[config.mk]
export PLATFORM = sky130hd
export DESIGN_NAME = max7219_display
export DESIGN_NICKNAME = d
export VERILOG_FILES = /design/src/rtl/max7219_display.sv
export SDC_FILE = /design/constraint.sdc
export NUM_CORES = 1
export LEC_CHECK = 0
export CORE_MARGIN = 2
export CORE_UTILIZATION = 43
export CTS_CLUSTER_DIAMETER = 200
export DETAILED_ROUTE_END_ITERATION = 16
export MAX_ROUTING_LAYER = met4
export PLACE_DENSITY = 0.8
export SYNTH_ARGS = -nofsm -noshare
export SYNTH_HDL_FRONTEND = slang
export SYNTH_SLANG_ARGS = --single-unit
[constraint.sdc]
create_clock -name clk -period 2 [get_ports clk]
set_input_delay 0.5 -clock clk [delete_from_list [all_inputs] [get_ports clk]]
set_output_delay 0.5 -clock clk [all_outputs]
set_load 0.01 [all_outputs]
[src/rtl/max7219_display.sv]
// MAX7219 daisy-chain refresher: re-sends the 13-command init+digit list forever.
// One pass is exactly 13 * (32*CLK_DIV*NUM_CASCADES + 3*CLK_DIV + 1) clks.

module max7219_word (
  input  logic [3:0]      cmd_i,
  input  logic [3:0]      addr_i,
  input  logic [7:0]      cfg_i,
  input  logic [3:0][7:0] bytes_i,
  output logic [15:0]     word_o
);
  logic [2:0] row;
  logic [7:0] data;

  // Digit rows 1,3,5,7 carry frame bytes 0..3; even rows are blank spacers.
  always_comb begin
    row  = 3'(cmd_i - 4'd4);
    data = cfg_i;
    if (cmd_i >= 4'd5) data = row[0] ? bytes_i[row[2:1]] : 8'h00;
  end

  assign word_o = {4'h0, addr_i, data};
endmodule

module max7219_display #(
  parameter int NUM_CASCADES = 1,
  parameter int INTENSITY    = 1,
  parameter int CLK_DIV      = 4
) (
  input  logic        clk,
  input  logic        reset,
  input  logic [7:0]  frame [4*NUM_CASCADES],
  output logic        spi_clk,
  output logic        dout,
  output logic        cs,
  output logic        stop,
  output logic [10:1] pin
);
  localparam int NB = 4 * NUM_CASCADES;
  localparam int SW = 16 * NUM_CASCADES;
  localparam int BW = $clog2(SW);
  localparam int CW = $clog2(2 * CLK_DIV + 1);
  localparam logic [CW-1:0] GAP_LAST = CW'(2 * CLK_DIV - 1);
  localparam logic [CW-1:0] PH_LAST  = CW'(CLK_DIV - 1);
  localparam logic [BW-1:0] BIT_LAST = BW'(SW - 1);
  localparam logic [3:0]    INT4     = 4'(INTENSITY);
  localparam logic [3:0]    CMD_LAST = 4'd12;

  typedef enum logic [2:0] {S_GAP, S_LOAD, S_LOW, S_HIGH, S_TAIL} state_e;

  state_e        state_q, state_d;
  logic [CW-1:0] cnt_q, cnt_d;
  logic [BW-1:0] bit_q, bit_d;
  logic [3:0]    cmd_q, cmd_d;
  logic [SW-1:0] sreg_q, sreg_d;
  logic          stop_q, stop_d;
  logic          alive_q;
  logic          load_shadow;
  logic          cnt_done;
  logic [7:0]    shadow_q [NB];
  logic [3:0]    addr;
  logic [7:0]    cfg_data;
  logic [NUM_CASCADES-1:0][15:0] words;

  always_comb begin
    addr     = 4'(cmd_q - 4'd4);
    cfg_data = 8'h00;
    case (cmd_q)
      4'd0: begin addr = 4'hC; cfg_data = 8'h01; end
      4'd1: begin addr = 4'h9; cfg_data = 8'h00; end
      4'd2: begin addr = 4'hB; cfg_data = 8'h07; end
      4'd3: begin addr = 4'hA; cfg_data = {4'h0, INT4}; end
      4'd4: begin addr = 4'hF; cfg_data = 8'h00; end
      default: ;
    endcase
  end

  // Device NUM_CASCADES-1 lands in the MSBs so it is shifted out first.
  for (genvar d = 0; d < NUM_CASCADES; d++) begin : g_dev
    max7219_word u_word (
      .cmd_i   (cmd_q),
      .addr_i  (addr),
      .cfg_i   (cfg_data),
      .bytes_i ({shadow_q[4*d+3], shadow_q[4*d+2], shadow_q[4*d+1], shadow_q[4*d]}),
      .word_o  (words[d])
    );
  end

  always_ff @(posedge clk or negedge reset) begin
    if (!reset) begin
      state_q <= S_GAP;
      cnt_q   <= '0;
      bit_q   <= '0;
      cmd_q   <= '0;
      sreg_q  <= '0;
      stop_q  <= 1'b0;
      alive_q <= 1'b0;
    end else begin
      state_q <= state_d;
      cnt_q   <= cnt_d;
      bit_q   <= bit_d;
      cmd_q   <= cmd_d;
      sreg_q  <= sreg_d;
      stop_q  <= stop_d;
      alive_q <= 1'b1;
    end
  end

  // Frame is captured once per pass, on the same edge that drops cs for command 0.
  always_ff @(posedge clk or negedge reset) begin
    if (!reset) begin
      for (int i = 0; i < NB; i++) shadow_q[i] <= 8'h00;
    end else if (load_shadow) begin
      for (int i = 0; i < NB; i++) shadow_q[i] <= frame[i];
    end
  end

  assign cnt_done = (cnt_q == ((state_q == S_GAP) ? GAP_LAST : PH_LAST));

  always_comb begin
    state_d     = state_q;
    cnt_d       = cnt_q + 1'b1;
    bit_d       = bit_q;
    cmd_d       = cmd_q;
    sreg_d      = sreg_q;
    stop_d      = 1'b0;
    load_shadow = 1'b0;
    case (state_q)
      S_GAP: if (cnt_done) begin
        state_d = S_LOAD;
        cnt_d   = '0;
      end
      S_LOAD: begin
        state_d     = S_LOW;
        cnt_d       = '0;
        bit_d       = '0;
        sreg_d      = words;
        load_shadow = (cmd_q == 4'd0);
      end
      S_LOW: if (cnt_done) begin
        state_d = S_HIGH;
        cnt_d   = '0;
      end
      S_HIGH: if (cnt_done) begin
        cnt_d = '0;
        if (bit_q == BIT_LAST) begin
          state_d = S_TAIL;
        end else begin
          state_d = S_LOW;
          bit_d   = bit_q + 1'b1;
          sreg_d  = sreg_q << 1;
        end
      end
      S_TAIL: if (cnt_done) begin
        state_d = S_GAP;
        cnt_d   = '0;
        stop_d  = (cmd_q == CMD_LAST);
        cmd_d   = (cmd_q == CMD_LAST) ? 4'd0 : cmd_q + 4'd1;
      end
      default: begin
        state_d = S_GAP;
        cnt_d   = '0;
      end
    endcase
  end

  // Debug header stays quiet until the first clk after reset release.
  always_comb begin
    spi_clk = 1'b0;
    cs      = 1'b1;
    dout    = 1'b0;
    case (state_q)
      S_LOW:  begin cs = 1'b0; dout = sreg_q[SW-1]; end
      S_HIGH: begin cs = 1'b0; dout = sreg_q[SW-1]; spi_clk = 1'b1; end
      S_TAIL: begin cs = 1'b0; dout = sreg_q[SW-1]; end
      default: ;
    endcase
    stop = stop_q;
    pin  = alive_q ? {2'b00, addr, stop_q, cs, dout, spi_clk} : 10'h000;
  end
endmodule

==> results.txt <==
The number of input and output port buffers inserted is 45. The reg-to-reg setup timing slack came out at 0.12 ns. The remaining global-route overflow came out at 0. The number of global-route vias before repair came out at 2632. The highest layer touched by signal routing is met4. The critical path is of the reg -> out type. After synthesis, the share of flip-flops with an asynchronous set or reset is 100.0%. The synthesized design spends more area on one cell type than any other, namely dfrtp_1.

The row count is 32. The worst slack after detailed placement came out at -0.4469 ns. The post-placement cell area came out at 4016 sq um.

In this run, synthesis inferred 0 flip-flops with an integrated enable. Wires add up to 6966 um. The final worst-path cycle share is 114.5%.

The standby leakage power is 1.960 nW. The area added between synthesis and finish came out at 36.00%. The deepest clock path buffer count came out at 2. After synthesis the netlist holds a flip-flop and latch count of 65.

TritonCTS built the clock tree. The power per cell area is 646.4 nW/um^2. The initial utilization of the core area, before any placement, comes to 43.54%. STA classifies the critical path endpoint as a primary output. The cell depth of the worst flop-to-flop path came out at 6.

Yosys attributes the largest share of cell area to dfrtp_1 (49%), mux2_2 (11%), ha_1 (3.8%), mux4_1 (3.2%), nand2_1 (3.1%). The final hold violation count came out at 0. The post-synthesis area per instance is 11.42 sq um. The die span in y came out at 91.76 um. Traced cell by cell, the critical path runs through or4b_4 > buf_4 > a31oi_1 > buf_2. The share of the yosys chip area belonging to registers came out at 49.11%. The H-tree was split into 3 levels. The worst hold path belongs to the class in -> async.

The top cell type's share of synthesized area came out at 49.11%. The initial antenna violation count is 0. Based on the critical path, the design can be clocked at up to 436.6 MHz. The die width came out at 91.76 um. The total die area came out at 8420 sq um. The final reports fail on negative setup slack. The global routing usage summed across all routing layers is 18.64%.

The via count of the routed design is 2497. The setup skew after layout came out at 0.008273 ns. The first-pass GRT wire length came out at 12010 um. The number of buffers created by CTS is 9. Clock-pin slew was measured on the worst setup and hold paths at 0.07 ns. The total length of routed met2 wires came out at 3443 um. The remaining design rule violation count is 0. The HPWL after detailed placement came out at 4806 um.

The number of filler cells placed in the layout is 613. The slowest stage of the critical path belongs to the cell or4b_4. The run finished, with violations left. The clock insertion delay at the later pin of the skew report came out at 0.35 ns.

The startpoint identified for the worst register-to-register timing path is state_q[0]. The maximum fanout along the worst path came out at 6. The detailed-route vias per instance is 5.138. The maximum VDD drop came out at 0.0006513 V. Setup slack on the critical path of the routed design comes to -0.2904 ns. The maximum cell stage delay along the critical path came out at 0.56 ns. Among all flip-flop cells after synthesis, the most frequent one is dfrtp_1. The layout cell share with drive strength beyond 1 is 36.98%. The data arrival time of the worst path came out at 1.79 ns. The number of I/O pins is 48. In this run the clock root is driven by a clkbuf_8.

The count of different cell masters after synthesis is 51. For the finished layout, the period the worst path requires is 2.290 ns. The detailed-routing iteration count for the pre-antenna-repair pass is 4. The violation count after the first detailed-route iteration came out at 104. The floorplan step defined a core boundary enclosing 7607 sq um. The worst setup path is launched from a flip-flop. The tool flagged a number of max-cap violations equal to 0.

Entering global routing, the biggest net connects 36 pins. Wire segments on met3 add up to 336 um in the final route. For this design, the sink count on the clock tree is 65. The gate count after technology mapping came out at 290. The count of final setup violators is 4.

The required time of the critical path is 1.50 ns. The warning count from the yosys run came out at 0. The number of nets with antenna violations after detailed routing came out at 0. The final max-slew violation count came out at 0. In this run the critical register-to-register path is captured at cmd_q[2]. Setup repair after global routing could not meet its margin everywhere.

The detailed router put a total of 3090 um of wire on met1. 0 antenna diodes ended up in the layout. The summed area of non-filler cells in the final layout came out at 4504 sq um.

In this run the cell area of the synthesized design comes to 3312 sq um. At the end of routability-driven placement, the weighted congestion stood at 0.8049. The detail-routed net length per standard cell came out at 14.33 um.

The number of nets at the end of the flow is 423.
-- worst max path at each step --
| stage | from | slack, ns | cells past startpoint | end |
|---|---|---|---|---|
| final | cmd_q[1] | -0.29 | 4 | pin[8] |
| after global routing | cmd_q[0] | -0.39 | 6 | pin[7] |
| after CTS | cmd_q[0] | -0.31 | 5 | pin[7] |
| after detailed placement | cmd_q[1] | -0.45 | 4 | pin[7] |
| after global placement | cmd_q[1] | -0.40 | 4 | pin[7] |
| after floorplan | cmd_q[2] | 0.02 | 7 | pin[7] |
-- Yosys cell counts, types with 2 or more instances --
cell type / instances
mux2_2: 31
clkbuf_8: 4
nor4_1: 2
mux2i_1: 2
nand2b_1: 3
buf_2: 5
nand2_1: 27
a311oi_1: 2
nand3_1: 18
nor2_1: 21
mux4_1: 4
conb_1: 2
o21ai_1: 4
a21oi_1: 14
o21ai_0: 18
a211oi_1: 3
dfrtp_1: 65
inv_1: 6
nor3_1: 3
buf_4: 2
mux4_2: 4
a31oi_1: 2
o211ai_1: 2
and2_1: 6
clkbuf_1: 3
buf_6: 3
ha_1: 10
-- timing repair --
item	CTS	global route
setup endpoints to repair	10	15
gates resized for setup	51	23
pin swaps	8	9
buffers inserted	18	4
hold buffers	0	0
-- cell families after synthesis --
group                    Yosys count  synth area share, %
AND/OR/NAND/NOR                   91                13.83
other                              2               0.2268
XOR/XNOR                           2               0.5290
adder cells (fa/ha/maj)           10                3.778
multiplexers                      42                17.38
AO/OA/AOI/OAI                     54                10.13
buffers and inverters             24                5.024
flip-flops                        65                49.11
-- where the power goes --
group	internal (W)	total, W	switching (W)
logic	0.0000960	0.000147	0.0000505
registers	0.00135	0.00136	0.0000166
clock network	0.000899	0.00140	0.000501
-- routing by layer --
layer	up-vias	GRT usage [%]
met1	1209	21.77
met5	-	-
met4	0	7.960
met3	9	4.766
met2	67	30.70
li1	1212	-
-- cell usage in the layout, fill, tap and decap left out, types with 9 or more instances in the layout --
cell type / n
dfrtp_1: 61
o21ai_0: 14
clkbuf_8: 11
buf_6: 9
nand3_1: 18
nor2_1: 19
mux2_2: 31
buf_4: 41
a21oi_1: 13
nand2_1: 26
clkdlybuf4s50_1: 34
-- cell type report --
class,count,area [sq um],area share (%)
inverter,6,22.52,0.5000
sequential,65,1632,36.22
clock buffer,12,155.1,3.444
multi-input combinational,202,1630,36.19
clock inverter,4,98.84,2.194
tap,102,127.6,2.833
timing repair buffer,95,838.3,18.61
-- metrics by stage --
| step | instances | utilization [%] | TNS (ns) | total power (W) | hold WS, ns |
|---|---|---|---|---|---|
| floorplan | 291 | - | 0 | 0.001433 | 0.2044 |
| CTS | 484 | 58.44 | -1.038 | 0.002948 | 0.1779 |
| detailed placement | 451 | 52.80 | -1.544 | 0.001541 | 0.4535 |
| global route | 486 | 59.21 | -1.409 | 0.003018 | 0.2077 |
| global placement | 451 | 52.80 | -1.391 | 0.001536 | 0.4448 |
| finish | 486 | 59.21 | -1.014 | 0.002911 | 0.1766 |
-- critical path, delay by kind of cell, from the launching register on --
family / cells / cell delay, ns
simple gates: 1 / 0.56
flops: 1 / 0.45
buf+inv: 2 / 0.31
compound gates: 1 / 0.14
-- state kept, by name, indices dropped and copies added, names as in the netlist --
signal,cells
alive_q,1
cmd_q,4
sreg_q,16
stop,1
cnt_q,4
shadow_q,32
state_q,3
bit_q,4
(Power assumes the default switching activity.)
